===== src/rtl/hazard_forward_unit.sv =====
// Hazard and forwarding controller: tracks in-flight destinations from EX to WB and
// produces EX forwarding selects, the load-use stall, the branch flush and event counters.
module hazard_forward_unit #(
    parameter int unsigned NUM_STAGES     = 3,
    parameter int unsigned REG_ADDR_W     = 5,
    parameter int unsigned LOAD_FWD_STAGE = 2,
    parameter int unsigned FLUSH_STAGE    = 1,
    parameter int unsigned CNT_W          = 32,
    localparam int unsigned SEL_W         = $clog2(NUM_STAGES)
) (
    input  logic                  clk,
    input  logic                  reset,
    input  logic                  id_valid_i,
    input  logic [REG_ADDR_W-1:0] id_rs1_i,
    input  logic [REG_ADDR_W-1:0] id_rs2_i,
    input  logic                  id_uses_rs1_i,
    input  logic                  id_uses_rs2_i,
    input  logic [REG_ADDR_W-1:0] id_rd_i,
    input  logic                  id_reg_write_i,
    input  logic                  id_is_load_i,
    input  logic                  branch_taken_i,
    output logic                  stall_o,
    output logic                  flush_o,
    output logic [SEL_W-1:0]      fwd_a_sel_o,
    output logic [SEL_W-1:0]      fwd_b_sel_o,
    output logic                  ex_valid_o,
    output logic [CNT_W-1:0]      stall_count_o,
    output logic [CNT_W-1:0]      flush_count_o
);

    logic [NUM_STAGES-1:0] vld_q, vld_d, wr_q, wr_d, ld_q, ld_d;
    logic [REG_ADDR_W-1:0] rd_q [NUM_STAGES];
    logic [REG_ADDR_W-1:0] rd_d [NUM_STAGES];
    logic [REG_ADDR_W-1:0] ex_rs1_q, ex_rs1_d, ex_rs2_q, ex_rs2_d;
    logic                  ex_u1_q, ex_u1_d, ex_u2_q, ex_u2_d;
    logic [CNT_W-1:0]      stall_cnt_q, stall_cnt_d, flush_cnt_q, flush_cnt_d;
    logic                  stall_hit;
    logic                  take_id;

    // Load-use: a load too young to be forwardable when the ID instruction reaches EX.
    always_comb begin
        stall_hit = 1'b0;
        for (int j = 0; j < int'(NUM_STAGES); j++) begin
            if ((j + 1 < int'(LOAD_FWD_STAGE)) && vld_q[j] && ld_q[j] && wr_q[j] &&
                (rd_q[j] != '0) &&
                ((id_uses_rs1_i && (id_rs1_i == rd_q[j])) ||
                 (id_uses_rs2_i && (id_rs2_i == rd_q[j])))) begin
                stall_hit = 1'b1;
            end
        end
    end

    assign flush_o    = branch_taken_i && !reset;
    assign stall_o    = !reset && id_valid_i && stall_hit && !branch_taken_i;
    assign ex_valid_o = vld_q[0];

    // Scan oldest to youngest so the youngest match is the last one written.
    always_comb begin
        fwd_a_sel_o = '0;
        fwd_b_sel_o = '0;
        if (!reset && vld_q[0]) begin
            for (int k = int'(NUM_STAGES) - 1; k >= 1; k--) begin
                if (vld_q[k] && wr_q[k] && (rd_q[k] != '0) &&
                    (!ld_q[k] || (k >= int'(LOAD_FWD_STAGE)))) begin
                    if (ex_u1_q && (ex_rs1_q == rd_q[k])) fwd_a_sel_o = SEL_W'(k);
                    if (ex_u2_q && (ex_rs2_q == rd_q[k])) fwd_b_sel_o = SEL_W'(k);
                end
            end
        end
    end

    always_comb begin
        take_id  = id_valid_i && !stall_o && !flush_o;
        vld_d[0] = take_id;
        wr_d[0]  = take_id && id_reg_write_i;
        ld_d[0]  = take_id && id_is_load_i;
        rd_d[0]  = take_id ? id_rd_i : '0;
        ex_rs1_d = take_id ? id_rs1_i : '0;
        ex_rs2_d = take_id ? id_rs2_i : '0;
        ex_u1_d  = take_id && id_uses_rs1_i;
        ex_u2_d  = take_id && id_uses_rs2_i;
        for (int k = 1; k < int'(NUM_STAGES); k++) begin
            vld_d[k] = vld_q[k-1];
            wr_d[k]  = wr_q[k-1];
            ld_d[k]  = ld_q[k-1];
            rd_d[k]  = rd_q[k-1];
            // Whatever shifts into entries up to the resolving stage is younger than the branch.
            if (flush_o && (k <= int'(FLUSH_STAGE))) begin
                vld_d[k] = 1'b0;
                wr_d[k]  = 1'b0;
                ld_d[k]  = 1'b0;
                rd_d[k]  = '0;
            end
        end
        stall_cnt_d = stall_cnt_q;
        flush_cnt_d = flush_cnt_q;
        if (stall_o && (stall_cnt_q != {CNT_W{1'b1}})) stall_cnt_d = stall_cnt_q + 1'b1;
        if (flush_o && (flush_cnt_q != {CNT_W{1'b1}})) flush_cnt_d = flush_cnt_q + 1'b1;
    end

    always_ff @(posedge clk) begin
        if (reset) begin
            vld_q       <= '0;
            wr_q        <= '0;
            ld_q        <= '0;
            for (int k = 0; k < int'(NUM_STAGES); k++) rd_q[k] <= '0;
            ex_rs1_q    <= '0;
            ex_rs2_q    <= '0;
            ex_u1_q     <= 1'b0;
            ex_u2_q     <= 1'b0;
            stall_cnt_q <= '0;
            flush_cnt_q <= '0;
        end else begin
            vld_q       <= vld_d;
            wr_q        <= wr_d;
            ld_q        <= ld_d;
            for (int k = 0; k < int'(NUM_STAGES); k++) rd_q[k] <= rd_d[k];
            ex_rs1_q    <= ex_rs1_d;
            ex_rs2_q    <= ex_rs2_d;
            ex_u1_q     <= ex_u1_d;
            ex_u2_q     <= ex_u2_d;
            stall_cnt_q <= stall_cnt_d;
            flush_cnt_q <= flush_cnt_d;
        end
    end

    assign stall_count_o = stall_cnt_q;
    assign flush_count_o = flush_cnt_q;

endmodule

===== config.mk =====
export PLATFORM = sky130hd
export DESIGN_NAME = hazard_forward_unit
export DESIGN_NICKNAME = d
export VERILOG_FILES = /design/src/rtl/hazard_forward_unit.sv
export SDC_FILE = /design/constraint.sdc
export NUM_CORES = 1
export LEC_CHECK = 0
export ABC_AREA = 1
export BUFFER_PORTS_ARGS = -buffer_cell sky130_fd_sc_hd__buf_2
export CORE_ASPECT_RATIO = 2
export CORE_UTILIZATION = 40
export CTS_BUF_LIST = sky130_fd_sc_hd__clkbuf_4
export DETAILED_ROUTE_END_ITERATION = 6
export GPL_ROUTABILITY_DRIVEN = 0
export MAX_ROUTING_LAYER = met4
export SETUP_SLACK_MARGIN = 0.1
export SLEW_MARGIN = 20
export SYNTH_ARGS = -nofsm -noshare
export SYNTH_HDL_FRONTEND = slang
export SYNTH_SLANG_ARGS = --single-unit

===== constraint.sdc =====
create_clock -name clk -period 1.9 [get_ports clk]
set_clock_uncertainty 0.15 [all_clocks]
set_input_delay 0.285 -clock clk [delete_from_list [all_inputs] [get_ports clk]]
set_output_delay 0.285 -clock clk [all_outputs]
set_load 0.05 [all_outputs]

* Word level (Yosys, flattened, before mapping)
Memories as Yosys holds them, arrays and structs flattened.
Index checks and enable logic that the tools add are counted.
** Operators by class
- $add $sub $neg :: 2
- Equality and inequality tests :: 8
- Muxes and demuxes :: 19
- Bitwise gates (word level) :: 4
- Reduce and logical (&&, ||, !) cells :: 39
** Operators with widths (number)
- 32-bit by 1-bit adder with 32-bit output, second input constant :: 2
- 32-bit inequality test, second input constant :: 2
- 5-bit == test :: 6
- 1-bit logical AND :: 28
- 5-bit 2-to-1 mux :: 5
- 2-bit 2-to-1 mux :: 10
- 5-bit nonzero test :: 3
- 1-bit logical NOT :: 5
- 1-bit 2-to-1 mux :: 4
- 2-bit OR reduction :: 2
- 1-bit bitwise OR :: 3
- 1-bit logical OR :: 1
- 1-bit NOT :: 1
** Word-level totals
- Bits in registers :: 84
- Bits in writable memories :: 15
- Input bits :: 23
- Output and inout bits :: 71
- Memories kept :: 1
** Memories
- rd_q :: depth 3, bits a word 5, rd ports 3, clocked after memory_dff 0, write ports 3, line 32 : logic [REG_ADDR_W-1:0] rd_q [NUM_STAGES];

* Longest topological paths before layout
- Word-level depth :: 12
- Depth in mapped cells :: 11
- Depth with buffers taken out :: 11

* Least setup slack after synthesis
Ideal clock, no wire load.
- Kind :: register to output
- Start point :: register vld_q[0]
- End point :: output fwd_b_sel_o[1]
- Arrival :: 2.230 ns
- Required time :: 1.465 ns
- Slack :: -0.765 ns
- Cell stages (with the launch flop) :: 7
- Cells stage by stage :: dfxtp_1 -> inv_1 -> nor2_1 -> nand3_1 -> nor3_1 -> nand3_1 -> nor3_1
** On the way
- Longest elaborated chain between the ends :: 2
** Ends and longest elaborated chain
- start, declared :: line 31 : logic [NUM_STAGES-1:0] vld_q, vld_d, wr_q, wr_d, ld_q, ld_d;
- start signal, assigned :: line 114 : vld_q <= vld_d;
- 1-bit logical AND :: line 61 : if (!reset && vld_q[0]) begin
- 2-bit 2-to-1 mux :: line 61
- end, declared :: line 25 : output logic [SEL_W-1:0] fwd_b_sel_o,
No other way between the ends.

* Worst setup path after layout
- Start point :: register ex_rs2_q[4]
- End point :: output fwd_b_sel_o[1]
** On the way
- Longest elaborated chain between the ends :: 7
- Elaborated cells between the ends (all ways) :: 9
** Ends and longest elaborated chain
- start, declared :: line 34 : logic [REG_ADDR_W-1:0] ex_rs1_q, ex_rs1_d, ex_rs2_q, ex_rs2_d;
- start signal, assigned :: line 119 : ex_rs2_q <= ex_rs2_d;
- 5-bit == test :: line 66 : if (ex_u2_q && (ex_rs2_q == rd_q[k])) fwd_b_sel_o = SEL_W'(k);
- 1-bit logical AND :: line 66
- 2-bit 2-to-1 mux :: line 66
- 2-bit 2-to-1 mux :: line 63 : if (vld_q[k] && wr_q[k] && (rd_q[k] != '0) &&
- 2-bit 2-to-1 mux :: line 66
- 2-bit 2-to-1 mux (*) :: line 63
- 2-bit 2-to-1 mux (*) :: line 61
Mark *: on every way between the ends. The rest lies on a longest branch, timed or not.

==> reports/metrics.csv <==
stage,metric,value,unit
timing,grt_setup_unrepaired,true,
timing,period_minus_slack,2.23,ns
synth,synth.top_cells.by_area,"sky130_fd_sc_hd__dfxtp_1 35%, sky130_fd_sc_hd__nand2_1 19%, sky130_fd_sc_hd__nor2_1 10%, sky130_fd_sc_hd__inv_1 5.0%, sky130_fd_sc_hd__xor2_1 4.7%",
clock_tree,clock_network_latency_to_the_later_pin_of_the_worst_skew_pair,0.47,ns
detailed_routing,drc,0,
synth,synth_most_common_cell,sky130_fd_sc_hd__nand2_1,
synth,postSynthCellCount,867,
synth,syn_nets,892,
power,power.share.clock,30.0,%
synth,synthesis.area_per_instance,6.46,sq um
timing,fin_crit_sh,117,%
clock_tree,clk_root_buffer_cell,sky130_fd_sc_hd__clkbuf_4,
floorplan,die_height,169,um
detailed_routing,routed_wirelength,20700,um
synth,netlist.top_cell.by_area,sky130_fd_sc_hd__dfxtp_1,
global_routing,number_of_global_route_vias_before_repair,6063,
setup_path,worst_path_largest_cell_delay,0.36,ns
global_routing,track_usage,27.7,%
detailed_routing,wl_per_cell,16.2,um
timing,worst-slew-pin-transition,0.706,ns
clock_tree,cts_max_path_buffers,2,
layout,syn2layout_area_growth,51.7,%
setup_path,crit_arrival,1.80,ns
synth,netlist-cell-type-count,30,
power,max-vdd-ir-drop,288,uV
power,switching_share,28.1,%
detailed_routing,vias_per_cell,5.05,
synth,syn_std_cell_area,5600,sq um
clock_tree,cts.sink_count,99,
timing,slew-limit-headroom,52.9,%
setup_path,cp-end-kind,output pin,
setup_path,critical_path.most_common_cell,sky130_fd_sc_hd__buf_6,
synth,post-synth-top-area-fraction,35.4,%
synth,ys_dominant_reg_cell,sky130_fd_sc_hd__dfxtp_1,
power,power_frac_comb,10.3,%
timing,fin_tns_setup,-3.28,ns
layout,final_core_utilization,62.5,%
synth,ys_warn_count,0,
layout,final_net_count,1108,
synth,yosys_register_bits,99,
floorplan,ios,94,
min_path,hp-class,primary input to flip-flop,
clock_tree,cts_tree,built,
timing,maxSlewViolCount,0,
place,dpl_cell_area,6920,sq um
layout,final_layout_size_suffix_gt1_share,40.9,%
setup_path,cell_by_cell_trace_of_the_critical_path,buf_6 > xor2_1 > nor2_1 > nand4_1 > nor2_2 > nor3_4 > buf_6,
power,pwr-share-seq,59.7,%
clock_tree,clkSlewWorstSetupHoldPaths,0.16,ns
setup_path,critPathSlowestCell,sky130_fd_sc_hd__dfxtp_2,
detailed_routing,drt_iter0_drc,241,
timing,finalHoldViolations,0,
floorplan,design.core.area,13600,sq um
floorplan,floorplan.die.width,85.7,um
timing,final_setup_viols,32,
detailed_routing,vias,6443,
floorplan,std_cell_rows,60,
synth,synth_commonest_cells,"281 x sky130_fd_sc_hd__nand2_1, 154 x sky130_fd_sc_hd__nor2_1, 99 x sky130_fd_sc_hd__dfxtp_1",
detailed_routing,ant_nets,0,
setup_path,critPathMaxFanout,2,
setup_path,start_kind,flip-flop,
layout,finalInstanceArea,8490,sq um
outcome,failed_checks,negative setup slack,
power,total_switching_power,0.981,mW
power,cellPowerDensity,411,nW/um^2
setup_path,timing.critical_path.required,1.46,ns
outcome,result_of_the_run,"complete, but fails checks",
setup_path,critical-path-top-delay-family,simple AND/OR/NAND/NOR gates,
synth,seq_area_frac_synth,35.4,%
synth,count_of_flip_flops_with_a_built_in_enable_after_synthesis,0,
timing,layout_setup_ws,-0.331,ns
synth,synth-async-reset-ratio,0,%
clock_tree,cts_buffers,9,
floorplan,floorplan.die_area,14500,sq um
global_routing,globalRouteOverflowTotal,0,
setup_path,cp_bufs_invs,2,
timing,maxClockFrequency,448,MHz
global_routing,antenna_found_initial,1,
global_routing,grt_pass1_wl,29600,um
place,detailed_placer_s_ending_hpwl,14200,um
clock_tree,htree_levels,3,
floorplan,initial_core_util,41.2,%
global_routing,grt_start_max_net_pins,51,
power,power.internal,2.51,mW
job,timing.max_cap.violations,0,
power,p_leak,3.60,nW
place,placement.io_buffers,93,
setup_path,critPathKind,flip-flop to output pin,
detailed_routing,detailedRoute.firstPassIterationCount,4,
layout make-up:
class | instances | area, sq um
Fill cell | 1215 | 5100
Inverter | 76 | 300
Tap cell | 186 | 233
Clock inverter | 6 | 38.8
Sequential cell | 99 | 2130
Timing Repair Buffer | 229 | 1930
Antenna cell | 1 | 2.50
Multi-Input combinational cell | 668 | 3780
Clock buffer | 10 | 75.1
stage by stage:
step | hold WS [ns] | worst slack (ns) | instances | total power [mW]
final | 0.0863 | -0.331 | 1275 | 3.49
after global placement | 0.271 | -0.0392 | 1188 | 2.37
after CTS | 0.0647 | -0.381 | 1240 | 3.44
after floorplan | 0.247 | 0.0514 | 867 | 2.27
after detailed placement | 0.270 | -0.0421 | 1188 | 2.37
after global routing | 0.0574 | -0.517 | 1275 | 3.63
timing repair:
action | 4_1_cts | 5_1_grt
hold endpoints to repair | 20 | 0
setup endpoints to repair | 38 | 87
gates cloned | 5 | 9
setup buffers | 11 | 28
hold buffers | 20 | 0
pin swaps | 26 | 47
resized for setup | 62 | 126
worst reg2reg max path, delay by kind of cell (launching register included):
| kind | cells | cell delay (ns) |
|---|---|---|
| buf+inv | 6 | 0.59 |
| flops | 1 | 0.38 |
| simple gates | 5 | 0.45 |
| compound gates | 2 | 0.35 |
sequential cells by signal, summed over array words and instances, names as in the netlist:
signal	count
ld_q	2
ex_rs1_q	5
ex_rs2_q	5
stall_count_o	32
rd_q	15
flush_count_o	32
ex_u2_q	1
ex_u1_q	1
wr_q	3
vld_q	3
path summary, 6_finish.rpt:
kind	slack [ns]	startpoint	depth (start not counted)	end
max reg2reg	-0.10	rd_q[0][3]$_SDFF_PP0_	13	stall_count_o[29]$_SDFFE_PP0P_
min reg2reg	0.30	wr_q[1]$_SDFF_PP0_	2	wr_q[2]$_SDFF_PP0_
max	-0.33	ex_rs2_q[4]$_SDFF_PP0_	7	fwd_b_sel_o[1]
min	0.09	branch_taken_i	5	rd_q[0][6]$_SDFF_PP0_
kinds of logic after synthesis:
group	synth area share, %
flops	35.4
buf+inv	7.55
compound gates	6.82
simple gates	42.1
fa+ha+maj	0.447
xor+xnor	7.67
power groups by stage:
| stage | Sequential, mW | Combinational, mW | Clock (mW) |
|---|---|---|---|
| final | 2.08 | 0.360 | 1.05 |
| after global routing | 2.09 | 0.384 | 1.16 |
| after CTS | 2.08 | 0.271 | 1.08 |
| after detailed placement | 2.13 | 0.236 | 0 |
| after global placement | 2.13 | 0.235 | 0 |
| after floorplan | 2.15 | 0.121 | 0 |
per-layer routing:
| layer | vias to the layer above | track usage [%] | share of wire, % |
|---|---|---|---|
| met5 | - | - | 0 |
| met2 | 209 | 53.1 | 56 |
| met3 | 97 | 2.87 | 3.5 |
| met4 | 0 | 21.3 | 9.1 |
| li1 | 3138 | - | - |
| met1 | 2999 | 23.6 | 31 |
layout by cell type (no fill, tap or decap), types with 22 or more instances in the layout:
| cell type | netlist | final |
|---|---|---|
| sky130_fd_sc_hd__a21oi_1 | 46 | 36 |
| sky130_fd_sc_hd__buf_2 | 8 | 88 |
| sky130_fd_sc_hd__buf_4 | 0 | 83 |
| sky130_fd_sc_hd__dfxtp_1 | 99 | 22 |
| sky130_fd_sc_hd__dfxtp_2 | 0 | 55 |
| sky130_fd_sc_hd__dfxtp_4 | 0 | 22 |
| sky130_fd_sc_hd__inv_1 | 74 | 66 |
| sky130_fd_sc_hd__nand2_1 | 281 | 265 |
| sky130_fd_sc_hd__nand2_2 | 13 | 24 |
| sky130_fd_sc_hd__nand3_2 | 1 | 23 |
| sky130_fd_sc_hd__nor2_1 | 154 | 121 |
| sky130_fd_sc_hd__xor2_1 | 30 | 30 |
No activity file was read; power rests on OpenSTA's default activity.
